<file path="config.mk">
export PLATFORM = sky130hd
export DESIGN_NAME = drain_ctrl_flat
export DESIGN_NICKNAME = d
export VERILOG_FILES = /design/src/rtl/drain_ctrl_pkg.sv /design/src/rtl/drain_ctrl_if.sv /design/src/rtl/drain_ctrl_tile_bank.sv /design/src/rtl/drain_ctrl.sv /design/src/flat_wrapper.sv
export SDC_FILE = /design/constraint.sdc
export NUM_CORES = 2
export LEC_CHECK = 0
export ABC_AREA = 1
export BUFFER_PORTS_ARGS = -buffer_cell sky130_fd_sc_hd__buf_2
export CORE_MARGIN = 3
export CORE_UTILIZATION = 35
export DETAILED_ROUTE_END_ITERATION = 8
export SLEW_MARGIN = 20
export SYNTH_ARGS = -nofsm -noshare
export SYNTH_HDL_FRONTEND = slang
export SYNTH_SLANG_ARGS = --single-unit
</file>
<file path="constraint.sdc">
create_clock -name clk -period 14.15 [get_ports clk]
set_input_delay 2.1225 -clock clk [delete_from_list [all_inputs] [get_ports clk]]
set_output_delay 2.1225 -clock clk [all_outputs]
set_load 0.02 [all_outputs]
</file>
<file path="src/rtl/drain_ctrl_pkg.sv">
// rtl/drain_ctrl_pkg.sv - shared types, sizes and C address helper for drain_ctrl
package drain_ctrl_pkg;

    typedef enum logic {
        IDLE  = 1'b0,
        DRAIN = 1'b1
    } drain_state_t;

    localparam int DEF_N1     = 4;
    localparam int DEF_N2     = 4;
    localparam int MS_W       = 16;
    localparam int PROD_W     = 2 * MS_W;
    localparam int TILE_ELEMS = DEF_N1 * DEF_N2;

    function automatic int idx_w(input int n);
        return (n > 1) ? $clog2(n) : 1;
    endfunction

    // (s*N1 + i)*M3 + p*N2 + j, computed at double width; callers truncate
    function automatic logic [PROD_W-1:0] calc_c_addr(
        input logic [MS_W-1:0] s,
        input logic [MS_W-1:0] p,
        input logic [MS_W-1:0] i,
        input logic [MS_W-1:0] j,
        input logic [MS_W-1:0] m3,
        input int              n1,
        input int              n2
    );
        logic [PROD_W-1:0] row;
        logic [PROD_W-1:0] col;
        row = PROD_W'(s) * PROD_W'(n1) + PROD_W'(i);
        col = PROD_W'(p) * PROD_W'(n2) + PROD_W'(j);
        return row * PROD_W'(m3) + col;
    endfunction

endpackage

</file>
<file path="src/rtl/drain_ctrl_if.sv">
// rtl/drain_ctrl_if.sv - C buffer write port between drain_ctrl and the output buffer
interface drain_ctrl_if
    import drain_ctrl_pkg::*;
#(
    parameter int DATA_W   = 32,
    parameter int ADDR_W_C = 12
);
    logic                wr_en;
    logic                wr_ready;
    logic [ADDR_W_C-1:0] wr_addr;
    logic [DATA_W-1:0]   wr_data;

    modport master (output wr_en, output wr_addr, output wr_data, input wr_ready);
    modport slave  (input wr_en, input wr_addr, input wr_data, output wr_ready);
endinterface

</file>
<file path="src/rtl/drain_ctrl_tile_bank.sv">
// rtl/drain_ctrl_tile_bank.sv - one N1xN2 result bank with full flag and (i, j) read mux
module tile_bank
    import drain_ctrl_pkg::*;
#(
    parameter int  N1     = 4,
    parameter int  N2     = 4,
    parameter int  DATA_W = 32,
    localparam int IW     = idx_w(N1),
    localparam int JW     = idx_w(N2)
) (
    input  logic                             clk,
    input  logic                             rst_n,
    input  logic                             i_load,
    input  logic                             i_clr,
    input  logic [N1-1:0][N2-1:0][DATA_W-1:0] i_data,
    input  logic [IW-1:0]                    i_i,
    input  logic [JW-1:0]                    i_j,
    output logic                             o_full,
    output logic [DATA_W-1:0]                o_word
);
    logic                             r_full;
    logic [N1-1:0][N2-1:0][DATA_W-1:0] r_mem;

    // load beats clear so a bank can be refilled on the cycle it is released
    always_ff @(posedge clk or negedge rst_n) begin
        if (!rst_n) begin
            r_full <= 1'b0;
        end else if (i_load) begin
            r_full <= 1'b1;
        end else if (i_clr) begin
            r_full <= 1'b0;
        end
    end

    always_ff @(posedge clk) begin
        if (i_load) begin
            r_mem <= i_data;
        end
    end

    assign o_full = r_full;
    assign o_word = r_mem[i_i][i_j];

endmodule

</file>
<file path="src/rtl/drain_ctrl.sv">
// rtl/drain_ctrl.sv - snapshots finished array tiles and streams them row-major into C
module drain_ctrl
    import drain_ctrl_pkg::*;
#(
    parameter int N1           = DEF_N1,
    parameter int N2           = DEF_N2,
    parameter int DATA_W       = 32,
    parameter int MATRIXSIZE_W = MS_W,
    parameter int ADDR_W_C     = 12
) (
    input  logic                              clk,
    input  logic                              rst_n,
    input  logic                              start,
    input  logic [MATRIXSIZE_W-1:0]           M3,
    input  logic [MATRIXSIZE_W-1:0]           M1dN1,
    input  logic [MATRIXSIZE_W-1:0]           M3dN2,
    input  logic                              tile_done,
    input  logic [N1-1:0][N2-1:0][DATA_W-1:0] pe_result,
    drain_ctrl_if.master                      wr,
    output logic                              busy,
    output logic                              done,
    output logic                              overflow
);
    localparam int IW = idx_w(N1);
    localparam int JW = idx_w(N2);

    drain_state_t            r_state;
    drain_state_t            w_next;
    logic                    r_act;
    logic [IW-1:0]           r_i;
    logic [JW-1:0]           r_j;
    logic [MATRIXSIZE_W-1:0] r_s;
    logic [MATRIXSIZE_W-1:0] r_p;
    logic                    r_wr_en;
    logic [ADDR_W_C-1:0]     r_wr_addr;
    logic [DATA_W-1:0]       r_wr_data;
    logic                    r_done;
    logic                    r_ovf;

    logic [1:0]              w_full;
    logic [1:0]              w_load;
    logic [1:0]              w_clr;
    logic [DATA_W-1:0]       w_word [2];
    logic                    w_pend_full;
    logic                    w_xfer;
    logic                    w_last;
    logic                    w_release;
    logic                    w_cap_act;
    logic                    w_cap_pend;
    logic                    w_swap;
    logic                    w_emit;
    logic                    w_stop;
    logic                    w_src_pe;
    logic                    w_ovf_set;
    logic                    w_new_tile;
    logic                    w_rd_bank;
    logic [IW-1:0]           w_i_nxt;
    logic [JW-1:0]           w_j_nxt;
    logic [MATRIXSIZE_W-1:0] w_s_nxt;
    logic [MATRIXSIZE_W-1:0] w_p_nxt;
    logic                    w_run_end;
    logic [ADDR_W_C-1:0]     w_addr_nxt;
    logic [DATA_W-1:0]       w_data_nxt;

    // Ping-pong banks: r_act names the active bank, the other one is pending
    tile_bank #(.N1(N1), .N2(N2), .DATA_W(DATA_W)) u_bank0 (
        .clk(clk), .rst_n(rst_n), .i_load(w_load[0]), .i_clr(w_clr[0]), .i_data(pe_result),
        .i_i(w_i_nxt), .i_j(w_j_nxt), .o_full(w_full[0]), .o_word(w_word[0])
    );

    tile_bank #(.N1(N1), .N2(N2), .DATA_W(DATA_W)) u_bank1 (
        .clk(clk), .rst_n(rst_n), .i_load(w_load[1]), .i_clr(w_clr[1]), .i_data(pe_result),
        .i_i(w_i_nxt), .i_j(w_j_nxt), .o_full(w_full[1]), .o_word(w_word[1])
    );

    assign w_pend_full = r_act ? w_full[0] : w_full[1];
    assign w_xfer      = r_wr_en && wr.wr_ready;
    assign w_last      = (r_i == IW'(N1 - 1)) && (r_j == JW'(N2 - 1));
    assign w_release   = (r_state == DRAIN) && w_xfer && w_last;
    assign w_load[0]   = r_act ? w_cap_pend : w_cap_act;
    assign w_load[1]   = r_act ? w_cap_act : w_cap_pend;
    assign w_clr[0]    = w_release && !r_act;
    assign w_clr[1]    = w_release && r_act;
    assign w_new_tile  = w_swap || w_src_pe;
    assign w_rd_bank   = w_swap ? ~r_act : r_act;

    always_comb begin
        w_next     = r_state;
        w_cap_act  = 1'b0;
        w_cap_pend = 1'b0;
        w_swap     = 1'b0;
        w_emit     = 1'b0;
        w_stop     = 1'b0;
        w_src_pe   = 1'b0;
        w_ovf_set  = 1'b0;
        case (r_state)
            IDLE: begin
                if (w_pend_full) begin
                    // promote; a new tile lands in the freed slot behind it
                    w_swap    = 1'b1;
                    w_emit    = 1'b1;
                    w_next    = DRAIN;
                    w_cap_act = tile_done;
                end else if (tile_done) begin
                    w_cap_act = 1'b1;
                    w_src_pe  = 1'b1;
                    w_emit    = 1'b1;
                    w_next    = DRAIN;
                end
            end
            DRAIN: begin
                if (w_release) begin
                    if (w_pend_full) begin
                        w_swap    = 1'b1;
                        w_emit    = 1'b1;
                        w_cap_act = tile_done;
                    end else begin
                        w_stop     = 1'b1;
                        w_next     = IDLE;
                        w_cap_pend = tile_done;
                    end
                end else begin
                    w_emit     = w_xfer;
                    w_cap_pend = tile_done && !w_pend_full;
                    w_ovf_set  = tile_done && w_pend_full;
                end
            end
            default: w_next = IDLE;
        endcase
    end

    always_comb begin
        w_i_nxt = r_i;
        w_j_nxt = r_j;
        if (w_new_tile) begin
            w_i_nxt = '0;
            w_j_nxt = '0;
        end else if (r_j == JW'(N2 - 1)) begin
            w_j_nxt = '0;
            w_i_nxt = r_i + IW'(1);
        end else begin
            w_j_nxt = r_j + JW'(1);
        end
    end

    always_comb begin
        w_s_nxt   = r_s;
        w_p_nxt   = r_p;
        w_run_end = 1'b0;
        if (w_release) begin
            if (r_p == M3dN2 - MATRIXSIZE_W'(1)) begin
                w_p_nxt = '0;
                if (r_s == M1dN1 - MATRIXSIZE_W'(1)) begin
                    w_s_nxt   = '0;
                    w_run_end = 1'b1;
                end else begin
                    w_s_nxt = r_s + MATRIXSIZE_W'(1);
                end
            end else begin
                w_p_nxt = r_p + MATRIXSIZE_W'(1);
            end
        end
        if (start) begin
            w_s_nxt   = '0;
            w_p_nxt   = '0;
            w_run_end = 1'b0;
        end
    end

    // Address uses post-advance s/p so the first word of a promoted tile is right
    assign w_addr_nxt = ADDR_W_C'(calc_c_addr(MS_W'(w_s_nxt), MS_W'(w_p_nxt), MS_W'(w_i_nxt),
                                              MS_W'(w_j_nxt), MS_W'(M3), N1, N2));
    assign w_data_nxt = w_src_pe ? pe_result[0][0] : w_word[w_rd_bank];

    always_ff @(posedge clk or negedge rst_n) begin
        if (!rst_n) begin
            r_state   <= IDLE;
            r_act     <= 1'b0;
            r_i       <= '0;
            r_j       <= '0;
            r_s       <= '0;
            r_p       <= '0;
            r_wr_en   <= 1'b0;
            r_wr_addr <= '0;
            r_wr_data <= '0;
            r_done    <= 1'b0;
            r_ovf     <= 1'b0;
        end else begin
            r_state <= w_next;
            r_s     <= w_s_nxt;
            r_p     <= w_p_nxt;
            r_done  <= w_run_end;
            if (w_swap) begin
                r_act <= ~r_act;
            end
            if (start) begin
                r_ovf <= 1'b0;
            end else if (w_ovf_set) begin
                r_ovf <= 1'b1;
            end
            if (w_emit) begin
                r_wr_en   <= 1'b1;
                r_i       <= w_i_nxt;
                r_j       <= w_j_nxt;
                r_wr_addr <= w_addr_nxt;
                r_wr_data <= w_data_nxt;
            end else if (w_stop) begin
                r_wr_en <= 1'b0;
            end
        end
    end

    assign wr.wr_en   = r_wr_en;
    assign wr.wr_addr = r_wr_addr;
    assign wr.wr_data = r_wr_data;
    assign busy       = (r_state != IDLE) || w_pend_full;
    assign done       = r_done;
    assign overflow   = r_ovf;

endmodule

</file>
<file path="src/flat_wrapper.sv">
// flat-port wrapper written by rule: the top's interface ports become plain ports
module drain_ctrl_flat import drain_ctrl_pkg::*;
#(
    parameter int N1           = DEF_N1,
    parameter int N2           = DEF_N2,
    parameter int DATA_W       = 32,
    parameter int MATRIXSIZE_W = MS_W,
    parameter int ADDR_W_C     = 12
)
  (clk, rst_n, start, M3, M1dN1, M3dN2, tile_done, pe_result, busy, done, overflow, wr_wr_en, wr_wr_addr, wr_wr_data, wr_wr_ready);
  drain_ctrl_if #(.DATA_W(DATA_W), .ADDR_W_C(ADDR_W_C)) wr_i ();
  input  logic clk;
  input  logic rst_n;
  input  logic start;
  input  logic [MATRIXSIZE_W-1:0] M3;
  input  logic [MATRIXSIZE_W-1:0] M1dN1;
  input  logic [MATRIXSIZE_W-1:0] M3dN2;
  input  logic tile_done;
  input  logic [N1-1:0][N2-1:0][DATA_W-1:0] pe_result;
  output logic busy;
  output logic done;
  output logic overflow;
  output wire logic [$bits(wr_i.wr_en)-1:0] wr_wr_en;
  output wire logic [$bits(wr_i.wr_addr)-1:0] wr_wr_addr;
  output wire logic [$bits(wr_i.wr_data)-1:0] wr_wr_data;
  input wire logic [$bits(wr_i.wr_ready)-1:0] wr_wr_ready;
  assign wr_wr_en = wr_i.wr_en;
  assign wr_wr_addr = wr_i.wr_addr;
  assign wr_wr_data = wr_i.wr_data;
  assign wr_i.wr_ready = wr_wr_ready;
  drain_ctrl #(.N1(N1), .N2(N2), .DATA_W(DATA_W), .MATRIXSIZE_W(MATRIXSIZE_W), .ADDR_W_C(ADDR_W_C)) u_core (.clk(clk), .rst_n(rst_n), .start(start), .M3(M3), .M1dN1(M1dN1), .M3dN2(M3dN2), .tile_done(tile_done), .pe_result(pe_result), .wr(wr_i), .busy(busy), .done(done), .overflow(overflow));
endmodule
</file>
==> flow_summary_export.csv <==
group,metric,value,unit
run_status,status,"finished clean",
yosys,syn_area_per_cell,11.9,um2
worst_setup_path,cp_common_cell,"nand2_1",
power,ir_drop,0.128,mV
timing,fin_crit_sh,58.4,%
yosys,synth_seq_area_share,66.9,%
die,row_count,136,
routing,vias,34700,
timing,min_period,8260,ps
power,p_total,0.00702,W
yosys,synth_fa_ha_area_share,2.97,%
clock_network,cts.sinks,1111,
yosys,synth_edf_count,1024,
routing,drc,0,
clock_network,hold_buffers,0,
die,core_area,139000,um2
yosys,synth_top_family_by_area,"simple AND/OR/NAND/NOR gates",
clock_network,tritoncts,"done",
yosys,ys_warn_count,0,
yosys,synth_cells,4150,
cells_and_area,finish.instance_area,58200,um2
worst_setup_path,slowest_delay,490,ps
worst_setup_path,start_kind,"input port",
placed_design,gp_congestion,0.837,
routing,drt-initial-drc-count,3183,
yosys,yosys.area_share.simple,15.9,%
routing,dr.pass1.iters,6,
worst_setup_path,critical_path_class,"input port to flip-flop",
cells_and_area,num-nets-final,5335,
yosys,synth_compound_area_share,9.29,%
flow_run,cap_violations,0,
yosys,synth-async-reset-ratio,7.83,%
worst_setup_path,worst_ep_arrival_time,8880,ps
worst_setup_path,required,14770,ps
clock_network,post-cts-setup-buffers,0,
power,p_per_area,121,nW/um2
yosys,synth_cell_types,50,
clock_network,clockBufferDepth,3,
worst_setup_path,worst-path-buf-inv,6,
clock_network,root_buffer,"clkbuf_16",
yosys,muxShareOfSynthArea,0,%
placed_design,dp_cells,6423,
hold_path,hp-class,"flip-flop to flip-flop",
routing,ant_nets,0,
timing,final.setup.tns,0,ps
timing,slew_viol_final,0,
cells_and_area,final_common_cell,"edfxtp_1",
die,chipWidth,381,um
worst_setup_path,end_kind,"flip-flop",
power,leakage,21.3,nW
cells_and_area,fin_cells,6727,
cells_and_area,layout.cells.most_common_list,"edfxtp_1, nand2_1, buf_2",
yosys,synth_xor_area_share,0.872,%
routing,vias_per_cell,5.15,
timing,setup_viol,0,
grt,antenna_found_initial,120,
clock_network,clock_latency,750,ps
cells_and_area,syn2layout_area_growth,18.2,%
clock_network,cts_buffers,120,
grt,track_usage,20.8,%
timing,hold_violations,0,
die,initial_utilization,35.5,%
clock_network,path_clk_slew,60,ps
die,fp.dieH,381,um
timing,skew,35.4,ps
placed_design,place_area,53900,um2
worst_setup_path,slowest_stage,"fa_1",
routing,wirelength,155000,um
yosys,synth_flop_cell,"edfxtp_1",
timing,relSlewSlack,27.2,%
placed_design,dp_hpwl,108000,um
timing,fmax,0.121,GHz
yosys,syn-num-nets,4803,
clock_network,cts_resized,0,
grt,grt.overflow.total,0,
cells_and_area,drive_above_1_share,23.1,%
die,dieArea,145000,um2
grt,grt_pass1_vias,33300,
placed_design,numPortBuffers,608,
yosys,synth_area,49200,um2
grt,grt_max_degree,160,
timing,rsz0062_at_grt,"no",
grt,grt_pass1_wl,222000,um
timing,whs,476,ps
routing,wl_per_cell,23.0,um
yosys,ys_ff_latch,1111,
die,boundaryPins,613,
timing,worst_pin_slew,1090,ps
worst_setup_path,crit_fanout,8,
worst_setup_path,critical_path.top_delay_family,"adder cells",
clock_network,h-tree-depth,3,
## per-stage QoR
stage | setup WS, ps | util [%]
floorplan | 551 | -
global placement | 5050 | 38.9
detailed placement | 5110 | 38.9
CTS | 5930 | 41.8
global route | 5270 | 41.9
finish | 5890 | 42.0
## worst min-delay path, cell delays in order, from the launching register on
cell	delay, ps
dfrtp_1	340
nand2_1	60
nand2_1	50
## kinds of logic after synthesis
| logic type | Yosys count |
|---|---|
| buffers and inverters | 475 |
| and+or+nand+nor | 1743 |
| xor gates and xnor gates | 49 |
| adders and majority gates | 88 |
| AOI/OAI and AO/OA | 684 |
| DFF | 1111 |
## synth_stat cells (12+ instances only)
cell      instances  area (um2)
edfxtp_1       1024       30700
nand2_1         679        2550
nor2_1          401        1510
nand3_1         369        1850
inv_1           221         830
o211ai_1        201        1510
or2_2           191        1190
o21ai_0         171         856
clkbuf_1        102         383
buf_2            99         495
a21oi_1          98         490
dfrtp_1          87        2180
o221ai_1         68         596
a211oi_1         52         390
a311oi_1         52         455
fa_1             48         961
ha_1             40         500
nor3_1           35         175
xor2_1           32         280
buf_1            20        75.1
nor2_2           19         119
o21ai_1          18        90.1
buf_4            17         128
xnor2_1          17         149
nand2_2          13        81.3
inv_2            12        45.0
## cell type report
class,count,area [um2]
Antenna cell,78,195
Clock buffer,160,3250
Clock inverter,66,757
Fill cell,13200,80400
Inverter,236,923
Multi-Input combinational cell,2564,14400
Sequential cell,1111,32900
Tap cell,1863,2330
Timing Repair Buffer,649,3400
## flip-flops by register name, indices dropped and copies added (netlist names), 2 cells and up
name                  cells
u_core.u_bank0.r_mem    512
u_core.u_bank1.r_mem    512
u_core.wr.wr_data        32
u_core.r_p               16
u_core.r_s               16
u_core.wr.wr_addr        12
u_core.r_i                2
u_core.r_j                2
## final timing paths
check / end / slack [ps] / cells past startpoint / from
max: u_core.wr.wr_addr[11]$_DFFE_PN0P_ / 5890 / 40 / M1dN1[0]
min: u_core.wr.wr_addr[0]$_DFFE_PN0P_ / 480 / 2 / u_core.wr.wr_addr[0]$_DFFE_PN0P_
max reg2reg: u_core.wr.wr_addr[11]$_DFFE_PN0P_ / 6780 / 35 / u_core.r_j[0]$_DFFE_PN0P_
min reg2reg: u_core.wr.wr_addr[0]$_DFFE_PN0P_ / 480 / 2 / u_core.wr.wr_addr[0]$_DFFE_PN0P_
max in group asynchronous: u_core.wr.wr_data[25]$_DFFE_PN0P_ / 11540 / 2 / rst_n
min in group asynchronous: u_core.wr.wr_data[16]$_DFFE_PN0P_ / 1290 / 1 / rst_n
## layer usage
metal	vias up	GRT usage (%)	share of wire, %
li1	16100	-	-
met1	16900	28.1	42
met2	1318	32.5	46
met3	336	4.68	7.9
met4	40	8.18	3.7
met5	-	0	0.17
## power by group
part | internal, W | switching, W
Clock | 0.00181 | 0.00134
Sequential | 0.00365 | 0.0000105
Combinational | 0.0000821 | 0.000135
Total | 0.00554 | 0.00148
No activity file was read; power rests on OpenSTA's default activity.
